`src/rtl/ex_stage.sv`:
```
// ex_stage: MIPS execute stage with ALU, HI/LO and a WIDTH-cycle shift-add multiplier.
// Define EX_SIGNED_MULT_EN to also accept signed MULT (func 011000).
module ex_stage #(
    parameter int WIDTH = 32
) (
    input  logic             clk,
    input  logic             reset,
    input  logic [3:0]       EX_EX,
    input  logic [5:0]       func_EX,
    input  logic [WIDTH-1:0] RD1_EX,
    input  logic [WIDTH-1:0] RD2_EX,
    input  logic [WIDTH-1:0] imm_EX,
    input  logic [4:0]       RT_EX,
    input  logic [4:0]       RD_EX,
    output logic [WIDTH-1:0] alu_result,
    output logic             zero,
    output logic [4:0]       write_reg,
    output logic [WIDTH-1:0] store_data,
    output logic             stall,
    output logic [WIDTH-1:0] hi,
    output logic [WIDTH-1:0] lo
);
    localparam int CW = $clog2(WIDTH + 1);
    localparam logic [1:0] IDLE = 2'd0, BUSY = 2'd1, DONE = 2'd2;

    logic [1:0]         state_q, state_d;
    logic [WIDTH-1:0]   mcand_q, mcand_d, hi_q, hi_d, lo_q, lo_d;
    logic [2*WIDTH-1:0] prod_q, prod_d, step;
    logic [CW-1:0]      cnt_q, cnt_d;
    logic               neg_q, neg_d;
    logic [WIDTH:0]     sum;
    logic [WIDTH-1:0]   a, b, a_mag, b_mag, res;
    logic               mul_op, mul_neg;

    assign a = RD1_EX;
    assign b = EX_EX[0] ? imm_EX : RD2_EX;

`ifdef EX_SIGNED_MULT_EN
    logic smul;
    assign smul    = EX_EX[2:1] == 2'b10 && func_EX == 6'b011000;
    assign mul_op  = (EX_EX[2:1] == 2'b10 && func_EX == 6'b011001) || smul;
    assign a_mag   = (smul && a[WIDTH-1]) ? -a : a;
    assign b_mag   = (smul && b[WIDTH-1]) ? -b : b;
    assign mul_neg = smul && (a[WIDTH-1] ^ b[WIDTH-1]);
`else
    assign mul_op  = EX_EX[2:1] == 2'b10 && func_EX == 6'b011001;
    assign a_mag   = a;
    assign b_mag   = b;
    assign mul_neg = 1'b0;
`endif

    always_comb begin
        res = '0;
        if (EX_EX[2:1] == 2'b00) res = a + b;
        else if (EX_EX[2:1] == 2'b01) res = a - b;
        else if (EX_EX[2:1] == 2'b10) begin
            case (func_EX)
                6'b100000: res = a + b;
                6'b100010: res = a - b;
                6'b100100: res = a & b;
                6'b100101: res = a | b;
                6'b101010: res = {{(WIDTH-1){1'b0}}, $signed(a) < $signed(b)};
                6'b010000: res = hi_q;
                6'b010010: res = lo_q;
                default:   res = '0;
            endcase
        end
    end

    assign alu_result = res;
    assign zero       = res == '0;
    assign write_reg  = EX_EX[3] ? RD_EX : RT_EX;
    assign store_data = RD2_EX;
    assign stall      = (state_q == IDLE && mul_op) || state_q == BUSY;
    assign hi         = hi_q;
    assign lo         = lo_q;

    // One shift-add step: conditional add into the upper half, then shift right with carry.
    assign sum  = {1'b0, prod_q[2*WIDTH-1:WIDTH]} + (prod_q[0] ? {1'b0, mcand_q} : '0);
    assign step = {sum, prod_q[WIDTH-1:1]};

    always_comb begin
        state_d = state_q;
        mcand_d = mcand_q;
        prod_d  = prod_q;
        cnt_d   = cnt_q;
        neg_d   = neg_q;
        hi_d    = hi_q;
        lo_d    = lo_q;
        case (state_q)
            IDLE: if (mul_op) begin
                mcand_d = a_mag;
                prod_d  = {{WIDTH{1'b0}}, b_mag};
                cnt_d   = CW'(WIDTH);
                neg_d   = mul_neg;
                state_d = BUSY;
            end
            BUSY: begin
                prod_d = step;
                cnt_d  = cnt_q - 1'b1;
                if (cnt_q == CW'(1)) begin
                    {hi_d, lo_d} = neg_q ? -step : step;
                    state_d      = DONE;
                end
            end
            default: state_d = IDLE;
        endcase
    end

    always_ff @(posedge clk) begin
        if (reset) begin
            state_q <= IDLE;
            mcand_q <= '0;
            prod_q  <= '0;
            cnt_q   <= '0;
            neg_q   <= 1'b0;
            hi_q    <= '0;
            lo_q    <= '0;
        end else begin
            state_q <= state_d;
            mcand_q <= mcand_d;
            prod_q  <= prod_d;
            cnt_q   <= cnt_d;
            neg_q   <= neg_d;
            hi_q    <= hi_d;
            lo_q    <= lo_d;
        end
    end
endmodule
```
`config.mk`:
```
export PLATFORM = sky130hd
export DESIGN_NAME = ex_stage
export DESIGN_NICKNAME = d
export VERILOG_FILES = /design/src/rtl/ex_stage.sv
export SDC_FILE = /design/constraint.sdc
export NUM_CORES = 1
export LEC_CHECK = 0
export ABC_AREA = 1
export BUFFER_PORTS_ARGS = -buffer_cell sky130_fd_sc_hd__buf_2
export CAP_MARGIN = 40
export CORE_MARGIN = 8
export CORE_UTILIZATION = 45
export CTS_CLUSTER_SIZE = 16
export DETAILED_ROUTE_END_ITERATION = 10
export PLACE_DENSITY = 0.66
export SYNTH_ARGS = -nofsm -noshare
export SYNTH_HDL_FRONTEND = slang
export SYNTH_SLANG_ARGS = --single-unit
```
`constraint.sdc`:
```
create_clock -name clk -period 5.5 [get_ports clk]
set_input_delay 0 -clock clk [delete_from_list [all_inputs] [get_ports clk]]
set_output_delay 0 -clock clk [all_outputs]
set_load 0.1 [all_outputs]
```
==> results.toml <==
[yosys]
synth-edff-count = 0
synthArstFlopShare_pct = 0
syn_area_um2 = 16500
ys_seq_area_share_pct = 20.4
synth-seq-cells = 168
netlist_instances = 2806
yosysMostFrequentCell = "nand2_1"
yosys_most_used_dff = "dfxtp_1"
synth_area_leader_cell = "nand2_1"
synth_commonest_cells = "nand2_1, inv_1, nor2_1"
yosys_warnings = 0
synth_fp_nets = 3057
yosysUniqueCellTypes = 60
synth_area_leaders = "nand2_1, dfxtp_1, ha_1"
netlist.area_leader.share_pct = 20.4
avgSynthCellArea_um2 = 5.89

[cts]
cts_tree = "built"
cts-htree-levels = 4
cts_root_buf = "clkbuf_16"
cts_sinks = 168
clk_latency_ns = 0.43
numCtsBuffers = 17
clkTransAtPathRegs_ns = 0.06
cts_max_path_buffers = 2

[floorplan]
io_pins = 253
die_y_um = 208
die_area_um2 = 43100
fp.coreArea_um2 = 36300
start_util_pct = 45.4
fp.dieW_um = 208
std_cell_rows = 70

[layout]
design_area_um2 = 18700
drive_above_1_share_pct = 14.0
diodes = 0
nNetsFinal = 3242
syn_to_final_growth_pct = 13.3

[power]
powerDensity_nw_per_um2 = 214
vdd_drop_max_mv = 0.203
leakage_nw = 10.6
p_total_w = 0.00400

[worst_setup_path]
cp-end-kind = "output pin"
timing.rr.end = "lo[19]"
worstRegToRegCells = 11
required_ns = 5.50
crit_arrival_ns = 4.32
r2r_setup_slack_ns = 2.44
crit_type = "input port to output pin"
cp_max_fo = 44
r2r-start = "state_q[0]"
critPathLaunchType = "input port"

[placed_design]
place.gp.congestion = 1.02
port_buffers = 252
hpwl_mm = 57.1
place_area_um2 = 17800

[route]
ant_nets = 0
drtIter0Drc = 1755
vias = 18899
drc = 0
totalWireLength_mm = 70.5
dr.pass1.iters = 7
wl_per_cell_um = 20.3
vias_per_cell = 5.44

[global_routing]
grt_pass1_wl_mm = 106
gr-total-overflow = 0
grt_max_degree = 75
grt_pass1_vias = 17801
antenna_found_initial = 1
track_usage_pct = 31.3

[sta]
clock_skew_ns = 0.00835
rsz0062_at_grt = "no"
max_freq_mhz = 231
fin_crit_sh_pct = 78.6
fin_crit_ns = 4.32
relSlewSlack_pct = 41.8
worst_pin_slew_ns = 0.872
hold_viol = 0
setup_viol = 0
slew_viol_final = 0
setup_tns_ns = 0

[status]
run_status = "finished, final reports clean"

[min_path]
min_to = "state_q[0]"
hp-start = "reset"
holdPathStages = 2
hold_path.class = "input port to flip-flop"

[run]
drv_cap = 0
-- worst max path at each step --
stage / startpoint / to / slack (ns) / cells past startpoint
6_report: EX_EX[0] / zero / 1.18 / 24
3_3_place_gp: EX_EX[0] / zero / 1.26 / 20
2_1_floorplan: EX_EX[0] / zero / 1.26 / 22
5_1_grt: EX_EX[0] / zero / 0.94 / 24
3_5_place_dp: EX_EX[0] / zero / 1.26 / 24
4_1_cts: EX_EX[0] / zero / 1.25 / 24
-- registers in the layout, summed over array words and instances (netlist names) --
signal / flops
cnt_q: 6
hi: 32
lo: 32
mcand_q: 32
prod_q: 64
state_q: 2
-- cell families after synthesis --
logic type | after synthesis | synth area share [%]
AOI/OAI and AO/OA | 481 | 16.5
xor gates and xnor gates | 52 | 2.76
adders and majority gates | 133 | 10.2
buffers and inverters | 585 | 14.7
DFF | 168 | 20.4
muxes | 5 | 0.341
and+or+nand+nor | 1382 | 35.2
-- placed cells by master (no fill, tap or decap), types with 18 or more instances in the layout --
cell,synthesis,layout
xor2_1,44,44
nand2_2,18,18
nand2_1,898,898
dfxtp_1,168,168
o21ai_0,180,180
nand4_1,22,22
buf_2,24,252
dlygate4sd3_1,0,31
ha_1,130,130
a21oi_1,171,171
nor2_2,24,25
nor2_1,203,200
nand3_1,156,156
inv_2,25,26
a31oi_1,39,39
inv_1,418,417
-- where the power goes --
part / switching, W / leakage, nW / internal [W]
logic: 0.00120 / 8.95 / 0.000373
registers: 0.00000208 / 1.35 / 0.00122
clock network: 0.000516 / 0.282 / 0.000686
-- area by class of cell --
| type | count | area, um2 |
|---|---|---|
| Fill cell | 3857 | 17600 |
| Multi-Input combinational cell | 2053 | 10800 |
| Sequential cell | 168 | 3360 |
| Timing Repair Buffer | 302 | 1740 |
| Inverter | 449 | 1690 |
| Tap cell | 468 | 586 |
| Clock buffer | 19 | 443 |
| Clock inverter | 13 | 144 |
-- through the flow --
stage / setup WS, ns / instances / hold WS [ns] / utilization, %
after floorplan: 1.26 / 2806 / 0.154 / -
after global placement: 1.26 / 3407 / 0.332 / 48.9
after detailed placement: 1.26 / 3409 / 0.340 / 49.0
after CTS: 1.25 / 3472 / 0.0271 / 51.5
after global routing: 0.937 / 3472 / 0.0689 / 51.5
final: 1.18 / 3472 / 0.0527 / 51.5
-- metal layers --
| layer | share of wire (%) | vias up | GRT usage (%) |
|---|---|---|---|
| met4 | 3.2 | 2 | 10.9 |
| met1 | 44 | 8747 | 42.9 |
| met5 | 0.013 | - | 0 |
| li1 | - | 9190 | - |
| met3 | 8.5 | 106 | 4.51 |
| met2 | 44 | 854 | 49.6 |
-- critical path, stage by stage --
cell	delay, ns
buf_2	0.60
o21ai_0	0.28
inv_1	0.22
ha_1	0.18
inv_1	0.09
fa_1	0.45
nand2_1	0.09
nand2_1	0.11
nand3_1	0.10
nand2_1	0.11
nand2_1	0.12
nand3_2	0.17
nand2_1	0.13
nand3_1	0.10
nand3_1	0.10
nand2_1	0.06
nor2_1	0.18
nand2_1	0.07
nand2_1	0.10
nand2_1	0.07
nor2_1	0.16
nand3_1	0.23
nor2_2	0.12
buf_2	0.43
-- repair_timing --
action / 4_1_cts / 5_1_grt
hold buffers: 31 / 0
gates resized for setup: 0 / 0
buffers inserted: 0 / 0
hold endpoints to repair: 31 / 0
(Power assumes the default switching activity.)
